--- src/rtl/des_pkg.sv ---
// Shared DES constants, FSM state type and small permutation helpers for the
// iterative DES engine and its combinational sub-blocks.
package des_pkg;

  typedef enum logic [1:0] {IDLE, ROUND, DONE} state_t;

  // Per-round key rotation amounts, indexed by round counter
  localparam logic [1:0] SHIFT_DEC [0:15] = '{2'd0, 2'd1, 2'd2, 2'd2, 2'd2, 2'd2, 2'd2, 2'd2,
                                              2'd1, 2'd2, 2'd2, 2'd2, 2'd2, 2'd2, 2'd2, 2'd1};
  localparam logic [1:0] SHIFT_ENC [0:15] = '{2'd1, 2'd1, 2'd2, 2'd2, 2'd2, 2'd2, 2'd2, 2'd2,
                                              2'd1, 2'd2, 2'd2, 2'd2, 2'd2, 2'd2, 2'd2, 2'd1};

  // Tables hold 1-based DES bit numbers
  localparam int IP_TABLE [0:63] = '{
    58, 50, 42, 34, 26, 18, 10, 2,  60, 52, 44, 36, 28, 20, 12, 4,
    62, 54, 46, 38, 30, 22, 14, 6,  64, 56, 48, 40, 32, 24, 16, 8,
    57, 49, 41, 33, 25, 17, 9,  1,  59, 51, 43, 35, 27, 19, 11, 3,
    61, 53, 45, 37, 29, 21, 13, 5,  63, 55, 47, 39, 31, 23, 15, 7};

  localparam int IP_INV_TABLE [0:63] = '{
    40, 8, 48, 16, 56, 24, 64, 32,  39, 7, 47, 15, 55, 23, 63, 31,
    38, 6, 46, 14, 54, 22, 62, 30,  37, 5, 45, 13, 53, 21, 61, 29,
    36, 4, 44, 12, 52, 20, 60, 28,  35, 3, 43, 11, 51, 19, 59, 27,
    34, 2, 42, 10, 50, 18, 58, 26,  33, 1, 41, 9,  49, 17, 57, 25};

  localparam int PC1_TABLE [0:55] = '{
    57, 49, 41, 33, 25, 17, 9,  1,  58, 50, 42, 34, 26, 18,
    10, 2,  59, 51, 43, 35, 27, 19, 11, 3,  60, 52, 44, 36,
    63, 55, 47, 39, 31, 23, 15, 7,  62, 54, 46, 38, 30, 22,
    14, 6,  61, 53, 45, 37, 29, 21, 13, 5,  28, 20, 12, 4};

  localparam int PC2_TABLE [0:47] = '{
    14, 17, 11, 24, 1,  5,  3,  28, 15, 6,  21, 10,
    23, 19, 12, 4,  26, 8,  16, 7,  27, 20, 13, 2,
    41, 52, 31, 37, 47, 55, 30, 40, 51, 45, 33, 48,
    44, 49, 39, 56, 34, 53, 46, 42, 50, 36, 29, 32};

  localparam int E_TABLE [0:47] = '{
    32, 1,  2,  3,  4,  5,  4,  5,  6,  7,  8,  9,
    8,  9,  10, 11, 12, 13, 12, 13, 14, 15, 16, 17,
    16, 17, 18, 19, 20, 21, 20, 21, 22, 23, 24, 25,
    24, 25, 26, 27, 28, 29, 28, 29, 30, 31, 32, 1};

  localparam int P_TABLE [0:31] = '{
    16, 7, 20, 21, 29, 12, 28, 17, 1,  15, 23, 26, 5,  18, 31, 10,
    2,  8, 24, 14, 32, 27, 3,  9,  19, 13, 30, 6,  22, 11, 4,  25};

  // Each box is stored row-major: index = row*16 + column
  localparam int SBOX [0:7][0:63] = '{
    '{14, 4, 13, 1, 2, 15, 11, 8, 3, 10, 6, 12, 5, 9, 0, 7,
      0, 15, 7, 4, 14, 2, 13, 1, 10, 6, 12, 11, 9, 5, 3, 8,
      4, 1, 14, 8, 13, 6, 2, 11, 15, 12, 9, 7, 3, 10, 5, 0,
      15, 12, 8, 2, 4, 9, 1, 7, 5, 11, 3, 14, 10, 0, 6, 13},
    '{15, 1, 8, 14, 6, 11, 3, 4, 9, 7, 2, 13, 12, 0, 5, 10,
      3, 13, 4, 7, 15, 2, 8, 14, 12, 0, 1, 10, 6, 9, 11, 5,
      0, 14, 7, 11, 10, 4, 13, 1, 5, 8, 12, 6, 9, 3, 2, 15,
      13, 8, 10, 1, 3, 15, 4, 2, 11, 6, 7, 12, 0, 5, 14, 9},
    '{10, 0, 9, 14, 6, 3, 15, 5, 1, 13, 12, 7, 11, 4, 2, 8,
      13, 7, 0, 9, 3, 4, 6, 10, 2, 8, 5, 14, 12, 11, 15, 1,
      13, 6, 4, 9, 8, 15, 3, 0, 11, 1, 2, 12, 5, 10, 14, 7,
      1, 10, 13, 0, 6, 9, 8, 7, 4, 15, 14, 3, 11, 5, 2, 12},
    '{7, 13, 14, 3, 0, 6, 9, 10, 1, 2, 8, 5, 11, 12, 4, 15,
      13, 8, 11, 5, 6, 15, 0, 3, 4, 7, 2, 12, 1, 10, 14, 9,
      10, 6, 9, 0, 12, 11, 7, 13, 15, 1, 3, 14, 5, 2, 8, 4,
      3, 15, 0, 6, 10, 1, 13, 8, 9, 4, 5, 11, 12, 7, 2, 14},
    '{2, 12, 4, 1, 7, 10, 11, 6, 8, 5, 3, 15, 13, 0, 14, 9,
      14, 11, 2, 12, 4, 7, 13, 1, 5, 0, 15, 10, 3, 9, 8, 6,
      4, 2, 1, 11, 10, 13, 7, 8, 15, 9, 12, 5, 6, 3, 0, 14,
      11, 8, 12, 7, 1, 14, 2, 13, 6, 15, 0, 9, 10, 4, 5, 3},
    '{12, 1, 10, 15, 9, 2, 6, 8, 0, 13, 3, 4, 14, 7, 5, 11,
      10, 15, 4, 2, 7, 12, 9, 5, 6, 1, 13, 14, 0, 11, 3, 8,
      9, 14, 15, 5, 2, 8, 12, 3, 7, 0, 4, 10, 1, 13, 11, 6,
      4, 3, 2, 12, 9, 5, 15, 10, 11, 14, 1, 7, 6, 0, 8, 13},
    '{4, 11, 2, 14, 15, 0, 8, 13, 3, 12, 9, 7, 5, 10, 6, 1,
      13, 0, 11, 7, 4, 9, 1, 10, 14, 3, 5, 12, 2, 15, 8, 6,
      1, 4, 11, 13, 12, 3, 7, 14, 10, 15, 6, 8, 0, 5, 9, 2,
      6, 11, 13, 8, 1, 4, 10, 7, 9, 5, 0, 15, 14, 2, 3, 12},
    '{13, 2, 8, 4, 6, 15, 11, 1, 10, 9, 3, 14, 5, 0, 12, 7,
      1, 15, 13, 8, 10, 3, 7, 4, 12, 5, 6, 11, 0, 14, 9, 2,
      7, 11, 4, 1, 9, 12, 14, 2, 0, 6, 10, 13, 15, 3, 5, 8,
      2, 1, 14, 7, 4, 10, 8, 13, 15, 12, 9, 0, 3, 5, 6, 11}};

  function automatic logic [0:55] pc1(input logic [0:63] k);
    logic [0:55] o;
    for (int i = 0; i < 56; i++) o[i] = k[PC1_TABLE[i] - 1];
    return o;
  endfunction

  function automatic logic [0:47] pc2(input logic [0:55] cd);
    logic [0:47] o;
    for (int i = 0; i < 48; i++) o[i] = cd[PC2_TABLE[i] - 1];
    return o;
  endfunction

  function automatic logic [0:47] e_expand(input logic [0:31] r);
    logic [0:47] o;
    for (int i = 0; i < 48; i++) o[i] = r[E_TABLE[i] - 1];
    return o;
  endfunction

  function automatic logic [0:31] p_perm(input logic [0:31] s);
    logic [0:31] o;
    for (int i = 0; i < 32; i++) o[i] = s[P_TABLE[i] - 1];
    return o;
  endfunction

  // Bit 0 is DES bit 1, so "left" moves bits toward index 0
  function automatic logic [0:27] rotl28(input logic [0:27] x, input logic [1:0] s);
    case (s)
      2'd1:    return {x[1:27], x[0]};
      2'd2:    return {x[2:27], x[0:1]};
      default: return x;
    endcase
  endfunction

  function automatic logic [0:27] rotr28(input logic [0:27] x, input logic [1:0] s);
    case (s)
      2'd1:    return {x[27], x[0:26]};
      2'd2:    return {x[26:27], x[0:25]};
      default: return x;
    endcase
  endfunction

endpackage

--- src/rtl/des_f_function.sv ---
// DES round function f(R, K): expansion, key mix, S-box substitution, P permutation.
module des_f_function
  import des_pkg::*;
(
  input  logic [0:31] r,
  input  logic [0:47] subkey,
  output logic [0:31] result
);

  logic [0:47] mixed;
  logic [0:31] s_out;

  // Row comes from the outer bits of each 6-bit group, column from the inner four
  always_comb begin
    mixed = e_expand(r) ^ subkey;
    s_out = '0;
    for (int j = 0; j < 8; j++) begin
      s_out[4*j +: 4] = 4'(SBOX[j][{mixed[6*j], mixed[6*j+5], mixed[6*j+1 +: 4]}]);
    end
    result = p_perm(s_out);
  end

endmodule

--- src/rtl/des_initial_permutation.sv ---
// DES initial permutation IP, purely combinational.
module des_initial_permutation
  import des_pkg::*;
(
  input  logic [0:63] block,
  output logic [0:63] permuted
);

  always_comb begin
    permuted = '0;
    for (int i = 0; i < 64; i++) permuted[i] = block[IP_TABLE[i] - 1];
  end

endmodule

--- src/rtl/des_inverse_initial_permutation.sv ---
// DES final permutation IP^-1, purely combinational.
module des_inverse_initial_permutation
  import des_pkg::*;
(
  input  logic [0:63] block,
  output logic [0:63] permuted
);

  always_comb begin
    permuted = '0;
    for (int i = 0; i < 64; i++) permuted[i] = block[IP_INV_TABLE[i] - 1];
  end

endmodule

--- src/rtl/des_iterative_decrypt.sv ---
// Iterative DES decryptor: one Feistel round per clock, subkeys derived on the fly.
// Define DES_ENCRYPT_MODE_EN to add the encrypt port and a left-rotating key schedule.
module des_iterative_decrypt
  import des_pkg::*;
(
  input  logic        clk,
  input  logic        rst,
  input  logic        in_valid,
  output logic        in_ready,
  input  logic [0:63] input_block,
  input  logic [0:63] key,
  output logic        out_valid,
  input  logic        out_ready,
  output logic [0:63] output_block
`ifdef DES_ENCRYPT_MODE_EN
  ,
  input  logic        encrypt
`endif
);

  state_t      state, next_state;
  logic [3:0]  cnt;
  logic [0:31] l, r;
  logic [0:27] c, d, c_rot, d_rot;
  logic [0:47] subkey;
  logic [0:31] f_result;
  logic [0:63] ip_block;
  logic        accept;

`ifdef DES_ENCRYPT_MODE_EN
  logic        mode;
`endif

  assign accept = (state == IDLE) && in_valid;

  always_ff @(posedge clk) begin
    if (rst) state <= IDLE;
    else     state <= next_state;
  end

  always_comb begin
    next_state = state;
    case (state)
      IDLE:    if (in_valid) next_state = ROUND;
      ROUND:   if (cnt == 4'd15) next_state = DONE;
      DONE:    if (out_ready) next_state = IDLE;
      default: next_state = IDLE;
    endcase
  end

  always_comb begin
    in_ready  = (state == IDLE);
    out_valid = (state == DONE);
  end

  // Decrypt walks the schedule backwards, so round 0 reuses C0/D0 unrotated (K16)
  always_comb begin
    c_rot = rotr28(c, SHIFT_DEC[cnt]);
    d_rot = rotr28(d, SHIFT_DEC[cnt]);
`ifdef DES_ENCRYPT_MODE_EN
    if (mode) begin
      c_rot = rotl28(c, SHIFT_ENC[cnt]);
      d_rot = rotl28(d, SHIFT_ENC[cnt]);
    end
`endif
  end

  assign subkey = pc2({c_rot, d_rot});

  des_initial_permutation u_ip (
    .block    (input_block),
    .permuted (ip_block)
  );

  des_f_function u_f (
    .r      (r),
    .subkey (subkey),
    .result (f_result)
  );

  always_ff @(posedge clk) begin
    if (rst) begin
      l   <= '0;
      r   <= '0;
      c   <= '0;
      d   <= '0;
      cnt <= '0;
`ifdef DES_ENCRYPT_MODE_EN
      mode <= 1'b0;
`endif
    end else if (accept) begin
      {l, r} <= ip_block;
      {c, d} <= pc1(key);
      cnt    <= '0;
`ifdef DES_ENCRYPT_MODE_EN
      mode   <= encrypt;
`endif
    end else if (state == ROUND) begin
      c   <= c_rot;
      d   <= d_rot;
      l   <= r;
      r   <= l ^ f_result;
      cnt <= cnt + 4'd1;
    end
  end

  // Swapping to {R,L} undoes the last round's half exchange
  des_inverse_initial_permutation u_ip_inv (
    .block    ({r, l}),
    .permuted (output_block)
  );

endmodule

--- config.mk ---
export PLATFORM = sky130hd
export DESIGN_NAME = des_iterative_decrypt
export DESIGN_NICKNAME = d
export VERILOG_FILES = /design/src/rtl/des_pkg.sv /design/src/rtl/des_f_function.sv /design/src/rtl/des_initial_permutation.sv /design/src/rtl/des_inverse_initial_permutation.sv /design/src/rtl/des_iterative_decrypt.sv
export SDC_FILE = /design/constraint.sdc
export NUM_CORES = 1
export LEC_CHECK = 0
export BUFFER_PORTS_ARGS = -buffer_cell sky130_fd_sc_hd__clkbuf_2
export CAP_MARGIN = 15
export CORE_MARGIN = 4
export CORE_UTILIZATION = 31
export CTS_CLUSTER_DIAMETER = 120
export CTS_CLUSTER_SIZE = 12
export DETAILED_ROUTE_END_ITERATION = 16
export PLACE_DENSITY_LB_ADDON = 0.12
export SYNTH_ARGS = -nofsm -noshare
export SYNTH_HDL_FRONTEND = slang
export SYNTH_SLANG_ARGS = --single-unit
--- constraint.sdc ---
create_clock -name clk -period 13.7 [get_ports clk]
set_input_delay 1.37 -clock clk [delete_from_list [all_inputs] [get_ports clk]]
set_output_delay 1.37 -clock clk [all_outputs]
set_load 0.02 [all_outputs]
==> out/qor.csv <==
stage,metric,value,unit
status,outcome,finished clean,
synth,synthSimpleGateAreaFrac,17.9,%
global_routing,grt_max_degree,68,
final_layout,finalNonFillerCells,2226,
final_layout,multiInputGateArea,9040,um2
timing,rsz0062_at_grt,false,
worst_setup_path,path_class,flip-flop to flip-flop,
cts,numCtsBuffers,17,
worst_setup_path,crit_required,14.00,ns
worst_setup_path,cp_data_arrival_time,5.91,ns
global_routing,grt_overflow,0,
cts,post-cts-setup-buffer-count,0,
floorplanning,start_util,31.7,%
timing,tns,0,ns
drt,route.detailed.drc,0,
pwr,finalPower,2650,uW
synth,synth_top_cell_by_area,dfxtp_1,
synth,synth_ff_type,dfxtp_1,
synth,synth_mux_area_share,5.40,%
cts,clockBufferDepth,2,
drt,post_drt_wl_per_cell,21.5,um
place,hpwl,33.9,mm
timing,fmax,178,MHz
synth,synth_edf_count,0,
place,place_ws,8.13,ns
drt,antenna_left,0,
drt,firstDrtPassIters,6,
timing,clock_skew,0.0126,ns
pwr,p_leak,0.00547,uW
timing,worst_slew_pin_slew,1.15,ns
timing,setup_viol,0,
worst_setup_path,endpoint_kind,flip-flop,
synth,synth_top_family_by_area,compound AO/OA/AOI/OAI gates,
floorplanning,die_y,208,um
hold_path,hold_path_class,flip-flop to flip-flop,
place,placed_cells_incl_taps,2194,
drt,vias_per_cell,5.81,
cts,clock_sinks,126,
pwr,power_density,188,nW/um2
worst_setup_path,startpoint,cnt[0]$_SDFFE_PP0P_,
final_layout,area_growth,13.9,%
hold_path,holdPathStages,2,
worst_setup_path,start_kind,flip-flop,
timing,whs,0.486,ns
flow_run,maxCapViolations,0,
final_layout,layout.nets,1896,
drt,wirelength,48.0,mm
floorplanning,die_area,43200,um2
synth,ys_seq_area_share,20.4,%
synth,ys_ff_latch,126,
timing,relSlewSlack,22.7,%
pwr,worst_ir_drop_vdd,0.0000908,V
global_routing,grt_use_total,21.2,%
cts,cts-root-buf,clkbuf_16,
worst_setup_path,regToRegStartpoint,cnt[0]$_SDFFE_PP0P_,
floorplanning,die_x,208,um
final_layout,fillers,4189,
floorplanning,pin_count,198,
cts,cts_tree,yes,
worst_setup_path,r2r-end,r[27]$_SDFFE_PP0P_,
hold_path,min_from,l[7]$_SDFFE_PP0P_,
place,portBuffers,189,
cts,path_clk_slew,0.06,ns
place,gp_congestion,0.915,
hold_path,whs_endpoint,l[7]$_SDFFE_PP0P_,
final_layout,drive_above_1_share,18.9,%
global_routing,grt_pass1_vias,12000,
synth,synth_top_area_share,20.4,%
timing,finalHoldViolCount,0,
synth,synth.avg_cell_area,7.71,um2
global_routing,grt_pass1_wl,73.7,mm
global_routing,antenna_found_initial,0,
cts,h-tree-depth,4,
synth,synth_nets,1807,
synth,syn_area,12400,um2
cts,cts-hold-fix-buffers,0,
synth,synth_compound_area_share,33.9,%
synth,synth_xor_xnor_area_share,8.55,%
synth,async_reset_ff_share,0,%
cts,clk_latency,0.45,ns
drt,drtIter0Drc,992,
floorplanning,fp-row-count,72,
synth,synthCells,1606,
cts,cts_resized,0,
synth,synthAdderAreaFrac,6.97,%
final_layout,final_common_cell,clkbuf_2,
timing,period_share,41.0,%
final_layout,diodes,0,
drt,num_vias,12900,
synth,synth.distinct_cells,86,
worst_setup_path,cp_max_fo,63,
timing,fin_crit,5.61,ns
worst_setup_path,r2r_cells,19,
timing,timing.final.ws_setup,8.09,ns
floorplanning,core,39100,um2
final_layout,layout_common_cells,"clkbuf_2 (188), nor2_1 (156), dfxtp_1 (126), nand2_1 (124), a21oi_1 (114)",
final_layout,regArea,2520,um2
synth,synth.area.top_cells,"dfxtp_1 (20%), ha_1 (7.0%), nor2_1 (4.8%)",
timing,slew_violations,0,
worst_setup_path,r2r_setup_slack,8.09,ns
synth,yosysWarnings,0,
==> worst max-delay path by stage <==
| stage | end | slack (ns) | depth (start not counted) |
|---|---|---|---|
| global route | r[27]$_SDFFE_PP0P_ | 7.60 | 19 |
| global placement | r[27]$_SDFFE_PP0P_ | 8.26 | 19 |
| detailed placement | r[27]$_SDFFE_PP0P_ | 8.13 | 19 |
| floorplan | r[27]$_SDFFE_PP0P_ | 9.21 | 21 |
| CTS | r[27]$_SDFFE_PP0P_ | 8.12 | 19 |
| finish | r[27]$_SDFFE_PP0P_ | 8.09 | 19 |
==> Yosys cell counts (9+ instances only) <==
| master | n |
|---|---|
| buf_2 | 32 |
| a221o_1 | 29 |
| a22oi_1 | 66 |
| o21ai_1 | 20 |
| o21ai_0 | 56 |
| nand2_1 | 125 |
| o211ai_1 | 31 |
| and3_1 | 15 |
| buf_1 | 18 |
| nor2b_1 | 15 |
| dfxtp_1 | 126 |
| a21oi_1 | 114 |
| xor2_1 | 35 |
| a211oi_1 | 36 |
| o22ai_1 | 20 |
| a31oi_1 | 20 |
| ha_1 | 69 |
| nor3_1 | 75 |
| o21a_1 | 10 |
| a22o_1 | 17 |
| buf_6 | 12 |
| inv_1 | 25 |
| buf_4 | 13 |
| xnor2_1 | 56 |
| mux2i_1 | 41 |
| o2111ai_1 | 10 |
| nand3_1 | 45 |
| clkbuf_1 | 70 |
| a221oi_1 | 50 |
| o21ai_2 | 12 |
| or3_1 | 15 |
| mux2_2 | 9 |
| nor2_1 | 159 |
==> metrics by stage <==
step | instance area [um2] | utilization [%]
floorplan | 12400 | -
detailed placement | 13500 | 34.5
CTS | 14100 | 36.1
finish | 14100 | 36.1
global route | 14100 | 36.1
global placement | 13500 | 34.5
==> sequential cells by signal, indices dropped and copies added (netlist names) <==
register / flops
r: 32
d: 28
c: 28
l: 32
cnt: 4
state: 2
==> power by group <==
group          internal [uW]  leakage, uW  switching, uW
Clock                    297     0.000293            198
Combinational            629      0.00414           1020
Sequential               412      0.00104           93.4
==> worst max-delay path: stages (launching register included) <==
cell and delay [ns]:
dfxtp_1 0.44, inv_1 0.10, ha_1 0.21, a21oi_1 0.14, nor2_1 0.05, a31oi_1 0.21, ha_2 0.38, buf_4 0.60
a221o_1 0.20, o21ai_0 0.16, xnor2_1 0.72, inv_1 0.31, ha_1 0.34, or2_2 0.34, mux2_1 0.32, a211oi_1 0.23
a2111oi_0 0.12, or3_1 0.38, nand3_1 0.11, a21oi_1 0.07
==> routing by layer <==
layer | up-vias | share of wire (%) | GRT usage (%)
met5 | - | 0 | 0
met4 | 0 | 2.2 | 5.62
met3 | 53 | 5.4 | 3.55
met2 | 403 | 46 | 34.0
met1 | 6212 | 46 | 29.6
li1 | 6257 | - | -
==> layout make-up <==
cell class                      count  area share (%)
Sequential cell                   126            17.9
Tap cell                          518            4.59
Timing Repair Buffer              215            8.11
Clock buffer                       20            3.24
Inverter                           35           0.931
Clock inverter                     12            1.14
Multi-Input combinational cell   1300            64.1
==> cells by family after synthesis <==
kind of cell	after synthesis
AOI/OAI and AO/OA	580
DFF	126
and+or+nand+nor	488
adders and majority gates	69
muxes	58
buffers and inverters	180
xor gates and xnor gates	105
Power figures use the tool's default switching activity.
